File: src/rtl/ldl_delay_pipe_v2_pkg.sv
// Shared definitions for the LDL programmable-depth delay blocks: drain FSM
// state encoding and the depth range check used when a new level is requested.
package LDL_pkg;

    typedef enum logic [1:0] {
        RUN   = 2'd0,
        DRAIN = 2'd1,
        APPLY = 2'd2
    } ldl_dly_state_t;

    // A requested depth is usable only if it selects an existing physical stage.
    function automatic logic level_ok(input int level, input int max_level);
        return (level >= 1) && (level <= max_level);
    endfunction

endpackage

File: src/rtl/ldl_delay_pipe_v2_stage.sv
// One pipeline stage: CHANNELS*WIDTH data register plus its valid bit.
// Data reset on rst/flush exists only when LDL_DELAY_DATA_RST_EN is defined.
module ldl_delay_stage
    import LDL_pkg::*;
#(
    parameter int DW = 8
) (
    input  logic          i_clk,
    input  logic          i_rst,
    input  logic          i_en,
    input  logic          i_flush,
    input  logic          i_drop,
    input  logic [DW-1:0] i_d,
    input  logic          i_v,
    output logic [DW-1:0] o_d,
    output logic          o_v
);

    logic [DW-1:0] r_d;
    logic          r_v;

    // Valid clears ignore en: a flush or depth change must never be stalled.
    // NOTE: sequential state uses <= so every stage samples its neighbour's old value.
    always_ff @(posedge i_clk) begin
        if (i_rst || i_flush || i_drop) begin
            r_v <= 1'b0;
        end else if (i_en) begin
            r_v <= i_v;
        end
    end

`ifdef LDL_DELAY_DATA_RST_EN
    always_ff @(posedge i_clk) begin
        if (i_rst || i_flush) begin
            r_d <= '0;
        end else if (i_en) begin
            r_d <= i_d;
        end
    end
`else
    // NOTE: data registers are deliberately reset-free; the valid bit alone qualifies them.
    always_ff @(posedge i_clk) begin
        if (i_en) begin
            r_d <= i_d;
        end
    end
`endif

    assign o_d = r_d;
    assign o_v = r_v;

endmodule

File: src/rtl/ldl_delay_pipe_v2.sv
// Multi-channel valid-qualified delay pipe with runtime depth and drain-safe
// reconfiguration. Optional data reset: define LDL_DELAY_DATA_RST_EN.
module ldl_delay_pipe_v2
    import LDL_pkg::*;
#(
    parameter  int WIDTH     = 8,
    parameter  int CHANNELS  = 1,
    parameter  int MAX_LEVEL = 8,
    parameter  int DEF_LEVEL = MAX_LEVEL,
    localparam int LW        = $clog2(MAX_LEVEL + 1),
    localparam int DW        = CHANNELS * WIDTH
) (
    input  logic          i_clk,
    input  logic          i_rst,
    input  logic          i_en,
    input  logic          i_flush,
    input  logic          i_in_vld,
    output logic          o_in_rdy,
    input  logic [DW-1:0] i_din,
    output logic          o_out_vld,
    output logic [DW-1:0] o_dout,
    input  logic          i_cfg_load,
    input  logic [LW-1:0] i_cfg_level,
    output logic          o_cfg_busy,
    output logic          o_cfg_err,
    output logic [LW-1:0] o_cur_level,
    output logic [LW-1:0] o_occupancy
);

    ldl_dly_state_t r_state;
    ldl_dly_state_t w_state_nxt;

    logic [LW-1:0] r_cur_level;
    logic [LW-1:0] r_pend_level;
    logic [LW-1:0] r_occ;
    logic          r_cfg_err;

    logic          w_accept;
    logic          w_deliver;
    logic          w_req_ok;
    logic          w_req_bad;
    logic          w_apply;
    logic [DW-1:0] w_tap_d;
    logic          w_tap_v;

    // Index 0 is the pipe input; index k+1 is the output of stage k.
    logic [DW-1:0]    w_d [MAX_LEVEL+1];
    logic [MAX_LEVEL:0] w_v;

    assign o_in_rdy  = i_en & ~i_flush & (r_state == RUN);
    assign w_accept  = i_in_vld & o_in_rdy;
    assign w_deliver = i_en & o_out_vld;

    assign w_d[0] = i_din;
    assign w_v[0] = w_accept;

    for (genvar k = 0; k < MAX_LEVEL; k++) begin : g_stage
        ldl_delay_stage #(
            .DW (DW)
        ) u_stage (
            .i_clk   (i_clk),
            .i_rst   (i_rst),
            .i_en    (i_en),
            .i_flush (i_flush),
            .i_drop  (w_apply),
            .i_d     (w_d[k]),
            .i_v     (w_v[k]),
            .o_d     (w_d[k+1]),
            .o_v     (w_v[k+1])
        );
    end

    // NOTE: every always_comb output gets a default first so no latch is inferred.
    always_comb begin
        w_tap_d = '0;
        w_tap_v = 1'b0;
        for (int k = 0; k < MAX_LEVEL; k++) begin
            if (r_cur_level == LW'(k + 1)) begin
                w_tap_d = w_d[k+1];
                w_tap_v = w_v[k+1];
            end
        end
    end

    assign o_out_vld = w_tap_v & ~i_flush;
    assign o_dout    = w_tap_d;

    // FSM only moves on en cycles, so a stalled pipe also stalls its reconfiguration.
    always_comb begin
        w_state_nxt = r_state;
        w_req_ok    = 1'b0;
        w_req_bad   = 1'b0;
        w_apply     = 1'b0;
        case (r_state)
            RUN: begin
                if (i_en && i_cfg_load) begin
                    if (level_ok(32'(i_cfg_level), MAX_LEVEL)) begin
                        w_req_ok    = 1'b1;
                        w_state_nxt = DRAIN;
                    end else begin
                        w_req_bad = 1'b1;
                    end
                end
            end
            DRAIN: begin
                if (i_en && (r_occ == '0)) begin
                    w_state_nxt = APPLY;
                end
            end
            APPLY: begin
                if (i_en) begin
                    w_apply     = 1'b1;
                    w_state_nxt = RUN;
                end
            end
            default: begin
                w_state_nxt = RUN;
            end
        endcase
    end

    always_ff @(posedge i_clk) begin
        if (i_rst) begin
            r_state      <= RUN;
            r_cur_level  <= LW'(DEF_LEVEL);
            r_pend_level <= LW'(DEF_LEVEL);
            r_cfg_err    <= 1'b0;
        end else begin
            r_state   <= w_state_nxt;
            r_cfg_err <= w_req_bad;
            if (w_req_ok) begin
                r_pend_level <= i_cfg_level;
            end
            if (w_apply) begin
                r_cur_level <= r_pend_level;
            end
        end
    end

    // Counts valid samples in the active window; accept and deliver together cancel.
    always_ff @(posedge i_clk) begin
        if (i_rst) begin
            r_occ <= '0;
        end else if (i_flush || w_apply) begin
            r_occ <= '0;
        end else if (w_accept && !w_deliver) begin
            r_occ <= r_occ + LW'(1);
        end else if (!w_accept && w_deliver) begin
            r_occ <= r_occ - LW'(1);
        end
    end

    assign o_cfg_busy  = (r_state != RUN);
    assign o_cfg_err   = r_cfg_err;
    assign o_cur_level = r_cur_level;
    assign o_occupancy = r_occ;

endmodule

File: config.mk
export PLATFORM = sky130hd
export DESIGN_NAME = ldl_delay_pipe_v2
export DESIGN_NICKNAME = d
export VERILOG_FILES = /design/src/rtl/ldl_delay_pipe_v2_pkg.sv /design/src/rtl/ldl_delay_pipe_v2_stage.sv /design/src/rtl/ldl_delay_pipe_v2.sv
export SDC_FILE = /design/constraint.sdc
export NUM_CORES = 1
export LEC_CHECK = 0
export ABC_AREA = 0
export CAP_MARGIN = 20
export CORE_ASPECT_RATIO = 1.75
export CORE_MARGIN = 10
export CORE_UTILIZATION = 30
export DETAILED_ROUTE_END_ITERATION = 8
export GPL_TIMING_DRIVEN = 0
export RECOVER_POWER = 100
export REMOVE_ABC_BUFFERS = 1
export SYNTH_ARGS = -nofsm -noshare
export SYNTH_HDL_FRONTEND = slang
export SYNTH_HIERARCHICAL = 1
export SYNTH_SLANG_ARGS = --single-unit
File: constraint.sdc
create_clock -name i_clk -period 8.05 [get_ports i_clk]
set_clock_uncertainty 0.2 [all_clocks]
set_input_delay 0.805 -clock i_clk [delete_from_list [all_inputs] [get_ports i_clk]]
set_output_delay 0.805 -clock i_clk [all_outputs]
set_load 0.01 [all_outputs]
# == Yosys cells after proc, flatten, opt, wreduce, memory -nomap -nowiden ==
# Index checks and enable logic that the tools add are counted.
# totals
register_bits,87
in_bits,18
out_inout_bits,20
wordCells,93
# classes
add_sub_neg,2
n_lt_le_gt_ge,2
n_eq_ne,14
muxes,29
bitwise,8
reduce_logical,17
# op_table
operator,count
2-to-1 mux 8 bit,8
equality test 4 x 3 -> 1 bit (second input constant),4
2-to-1 mux 1 bit,14
equality test 4 x 2 -> 1 bit (second input constant),2
2-to-1 mux 2 bit,4
2-to-1 mux 4 bit,2
one-hot mux 2 bit (3 select lines),1
bitwise AND 1 bit,5
logical AND 1 bit,5
adder 4 x 1 -> 4 bit (second input constant),1
equality test 4 x 1 -> 1 bit (second input constant),1
equality test 4 bit (second input constant),1
greater-or-equal comparator 4 x 1 -> 1 bit (second input constant),1
less-or-equal comparator 4 bit (second input constant),1
logical NOT 4 bit,1
!= test 2 x 1 -> 1 bit (second input constant),2
!= test 2 bit (second input constant),2
AND reduction 4 bit,1
nonzero test 2 bit,2
subtractor 4 x 1 -> 4 bit (second input constant),1
logical OR 1 bit,3
inverter 1 bit,3
OR reduction 3 bit,1
equality test 2 x 1 -> 1 bit (second input constant),1
4 further kinds,5

# == Depth between registers and ports, before layout ==
# logic_depth
word_depth,14
mapped_depth,13
depth_no_buf,11

# == Modules after synthesis ==
# Netlist, hierarchy kept.
# by_module_without_submodules
mod,n_inst,cells_each,area_per_inst_um2,seq_area_each_um2
ldl_delay_stage,8,11,282.8,260.2
ldl_delay_pipe_v2,1,207,1544.0,300.3

# == Least setup slack after synthesis ==
# OpenSTA, ideal clock, no wires.
# synth_timing
path_type,input-to-reg
startpoint,input port i_flush
endpoint,register r_occ[3] (netlist: o_occupancy[3])
setup_ns,0.072
arrival_ns,2.468
required_time_ns,7.778
slack_ns,5.311
path_stages,10
n_path_buf,0
cell_sequence,nand2b_1 > nor2_1 > and2_1 > ha_1 > inv_1 > ha_1 > a21oi_1 > a211oi_1 > a31oi_1 > mux2i_1
# synth_between
elab_chain_cells,7
word_cells_on_any_way,14
cone_classes,mux (1); bitwise (6); reduce/logical (7)
# synth_lines
element,line_no,source
start: declaration,ldl_delay_pipe_v2.sv:16,"input logic i_flush,"
inverter 1 bit *,ldl_delay_pipe_v2.sv:50,assign o_in_rdy = i_en & ~i_flush & (r_state == RUN);
bitwise AND 1 bit * (2 in series),ldl_delay_pipe_v2.sv:50,
named net o_in_rdy,ldl_delay_pipe_v2.sv:18,"output logic o_in_rdy,"
bitwise AND 1 bit *,ldl_delay_pipe_v2.sv:51,assign w_accept = i_in_vld & o_in_rdy;
named net w_accept,ldl_delay_pipe_v2.sv:38,logic w_accept;
logical NOT 1 bit,ldl_delay_pipe_v2.sv:148,end else if (!w_accept && w_deliver) begin
logical AND 1 bit,ldl_delay_pipe_v2.sv:148,
nonzero test 2 bit (no line),n/a,
end signal: assignment,ldl_delay_pipe_v2.sv:147,r_occ <= r_occ + LW'(1);
end signal: assignment,ldl_delay_pipe_v2.sv:149,r_occ <= r_occ - LW'(1);
end: declaration,ldl_delay_pipe_v2.sv:35,logic [LW-1:0] r_occ;
# The timed path passes the listed nets; every way through them passes the cells marked *.
# A chain may end at the register's enable or synchronous reset.

# == Final worst setup path ==
# layout_timing
startpoint,register r_cur_level[0] (netlist: o_cur_level[0])
endpoint,output port o_dout[4]
# layout_between
elab_chain_cells,9
word_cells_on_any_way,16
cone_classes,eq/ne (8); mux (8)
# layout_lines
element,line_no,source
start: declaration,ldl_delay_pipe_v2.sv:33,logic [LW-1:0] r_cur_level;
start signal: assignment,ldl_delay_pipe_v2.sv:125,r_cur_level <= LW'(DEF_LEVEL);
start signal: assignment,ldl_delay_pipe_v2.sv:135,r_cur_level <= r_pend_level;
equality test 4 x 1 -> 1 bit,ldl_delay_pipe_v2.sv:78,if (r_cur_level == LW'(k + 1)) begin
2-to-1 mux 8 bit (7 in series),ldl_delay_pipe_v2.sv:78,
2-to-1 mux 8 bit *,ldl_delay_pipe_v2.sv:78,
end: declaration,ldl_delay_pipe_v2.sv:21,"output logic [DW-1:0] o_dout,"
# Every way passes the cells marked *; elsewhere a longest branch is shown, timed or not.

==> qor.yml <==
outcome:
  outcome: "finished, final reports clean"
die:
  core_sq_um: 12400
  die_y_microns: 169
  io_pins: 38
  die_w_microns: 105
  die_area_sq_um: 17800
  start_util: 0.306
  placement_rows: 54
critical_path:
  crit_type: "flop to primary output"
  crit_path_end_kind: "primary output"
  path_delay_family: "buffers and inverters"
  crit_path_cell_trace: "clkbuf_1 -> nand2b_1 -> or2_0 -> o22ai_1 -> a21oi_1 -> dlygate4sd3_1"
  crit_path_max_incr_delay_ns: 0.76
  ff2ff_setup_slack_ns: 4.18
  worstPathMaxFanout: 20
  r2r_cells: 12
  rr_startpoint: "o_cur_level[0]"
  reg2reg_to: "o_occupancy[3]"
  cp-endpoint: "o_dout[4]"
  cp-startpoint: "o_cur_level[0]"
  crit_buf_inv: 2
  cp_num_cells: 6
  cp.required_ns: 7.05
  critical-path-slowest-cell: "clkbuf_1"
  cp-start-kind: "flop"
  arrival_ns: 3.42
synthesis:
  synth_warnings: 6
  syn_area_per_cell_sq_um: 12.9
  syn_inst: 295
  synth_area_sq_um: 3810
  ys.flop_type: "edfxtp_1"
  seq_area_frac_synth: 0.626
  ys_ff_latch: 87
  yosys.cell_types.count: 48
  async_flop_share: 0
  synth_edf_count: 64
global_routing:
  grt-ovfl-total: 0
  gr-usage-all-layers: 0.0862
  grt_max_degree: 71
  grt_pass1_vias: 2352
  grt_antenna_before_repair: 0
  grt_first_pass_wirelength_microns: 12200
clock_network:
  hold_buffers: 0
  clk_pin_slew_ns: 0.07
  clockRootBuffer: "clkbuf_16"
  cts_tree: "yes"
  postCtsSetupBuffers: 0
  clk_path_buf_depth: 2
  cts_resized: 0
  clock-sinks: 87
  numCtsBuffers: 9
  cts.htree.levels: 3
  insertion_delay_ns: 0.34
power_and_ir_drop:
  leakage_nw: 1.58
  cellPowerDensity_nw_per_um2: 216
  worst_ir_drop_vdd_v: 0.000165
sta:
  final_max_slew_viol_count: 0
  period_share: 0.550
  worstMarginPinSlew_ns: 0.966
  final.min_clock_period_ns: 4.43
  rsz0062_at_grt: "no"
  tns_ns: 0
  relSlewSlack: 0.356
  finalHoldViolCount: 0
  setup_viol: 0
  clock.fmax_ghz: 0.226
  timing.hold.ws_ns: 0.238
finish:
  drive_above_1_share: 0.0893
  area_growth_pct: 20.8
  antenna_cells: 0
  nNetsFinal: 353
run:
  cap_viol_max_count: 0
drt:
  wl_per_cell_microns: 14.9
  drc: 0
  drt_iter0_drc: 155
  drt-pass1-iter-count: 4
  wl_microns: 7520
  viasPerCell: 4.77
  vias: 2406
  ant_nets: 0
placed_design:
  globalplace.congestion: 0.709
  hpwl_microns: 5190
  portBuffers: 37
min_path:
  hold_class: "flop to flop"
## cells by family after synthesis
group,share of synthesized area
flip-flops,0.626
AO/OA/AOI/OAI,0.115
AND/OR/NAND/NOR,0.141
multiplexers,0.0638
buffers and inverters,0.0342
XOR/XNOR,0.00460
adder cells (fa/ha/maj),0.0151
## where the power goes
group,leakage (nW),switching [mW],internal [mW]
Sequential,0.812,0.0118,0.507
Clock,0.146,0.182,0.244
Combinational,0.618,0.0266,0.0238
Total,1.58,0.220,0.775
## sequential cells by signal, summed over array words and instances, names as in the netlist
register,cells
g_stage.u_stage/o_d,64
o_occupancy,4
r_state,2
g_stage.u_stage/o_v,8
o_cur_level,4
o_cfg_err,1
r_pend_level,4
## cells in the mapped netlist, drive strengths merged (2+ instances only)
cell     n  area share
nand2b   8       0.013
nand3b   3      0.0059
and2b    2      0.0039
nand3    3      0.0053
a22oi    2      0.0039
a21oi   24       0.032
mux2i   22       0.058
or2      3      0.0049
buf     11       0.025
o21ai   16       0.021
a211oi   4      0.0079
nor2b    4      0.0066
o21bai   2      0.0039
edfxtp  64        0.50
mux2     2      0.0059
o22ai    6      0.0099
or3b     2      0.0046
clkbuf   5      0.0076
dfxtp   23        0.12
a22o     5       0.012
inv      2      0.0020
o31ai    6       0.012
nor2    22       0.022
a31oi    3      0.0049
nand2   18       0.018
nor3     6      0.0079
nor3b    3      0.0059
ha       3      0.0099
a221oi   2      0.0046
nor4     9       0.028
## per-stage QoR
stage          power (mW)  instances  utilization  setup WS, ns  area (sq um)
3_3_place_gp        0.581        484        0.343          2.16          4260
5_1_grt              1.03        504        0.370          3.28          4600
4_1_cts              1.01        501        0.369          3.93          4590
3_5_place_dp        0.583        485        0.345          4.32          4290
6_report            0.995        504        0.370          3.62          4600
2_1_floorplan       0.545        279            -          4.90          3680
## final cells by class
class	count	area [sq um]
flip-flops and latches	87	2380
clock buffers	9	225
repair buffers	41	425
inverters	2	7.51
multi-input cells	190	1270
fillers	1222	7830
clock inverters	7	78.8
well taps	168	210
## layer usage
metal,routed length [microns],share of wire,track usage
met3,226,0.030,0.0221
met1,3380,0.45,0.102
met2,3720,0.50,0.137
met5,0,0,0
met4,192,0.026,0.0522
## how the worst min path moves through the flow
stage	startpoint	endpoint	slack, ns	depth (start not counted)
floorplan	g_stage[3].u_stage/o_d[5]	g_stage[4].u_stage/o_d[5]	0.22	0
global placement	g_stage[5].u_stage/o_d[7]	g_stage[6].u_stage/o_d[7]	0.22	0
detailed placement	g_stage[5].u_stage/o_d[3]	g_stage[6].u_stage/o_d[3]	0.23	0
CTS	g_stage[3].u_stage/o_d[4]	g_stage[4].u_stage/o_d[4]	0.24	0
global route	g_stage[3].u_stage/o_d[4]	g_stage[4].u_stage/o_d[4]	0.25	0
finish	g_stage[1].u_stage/o_d[0]	g_stage[2].u_stage/o_d[0]	0.24	0
## layout by cell type, fill, tap and decap left out, drive strengths merged, types with 5 or more instances in the layout
cell / instances
nor3: 6
a22o: 5
nor4: 9
o22ai: 6
dlygate4sd3: 26
clkbuf: 11
mux2i: 22
o21ai: 16
nor2: 22
inv: 5
nand2: 18
edfxtp: 64
nand2b: 8
clkdlybuf4s50: 10
o31ai: 6
a21oi: 24
dfxtp: 23
Note: power is estimated with default switching activity, not from simulation.
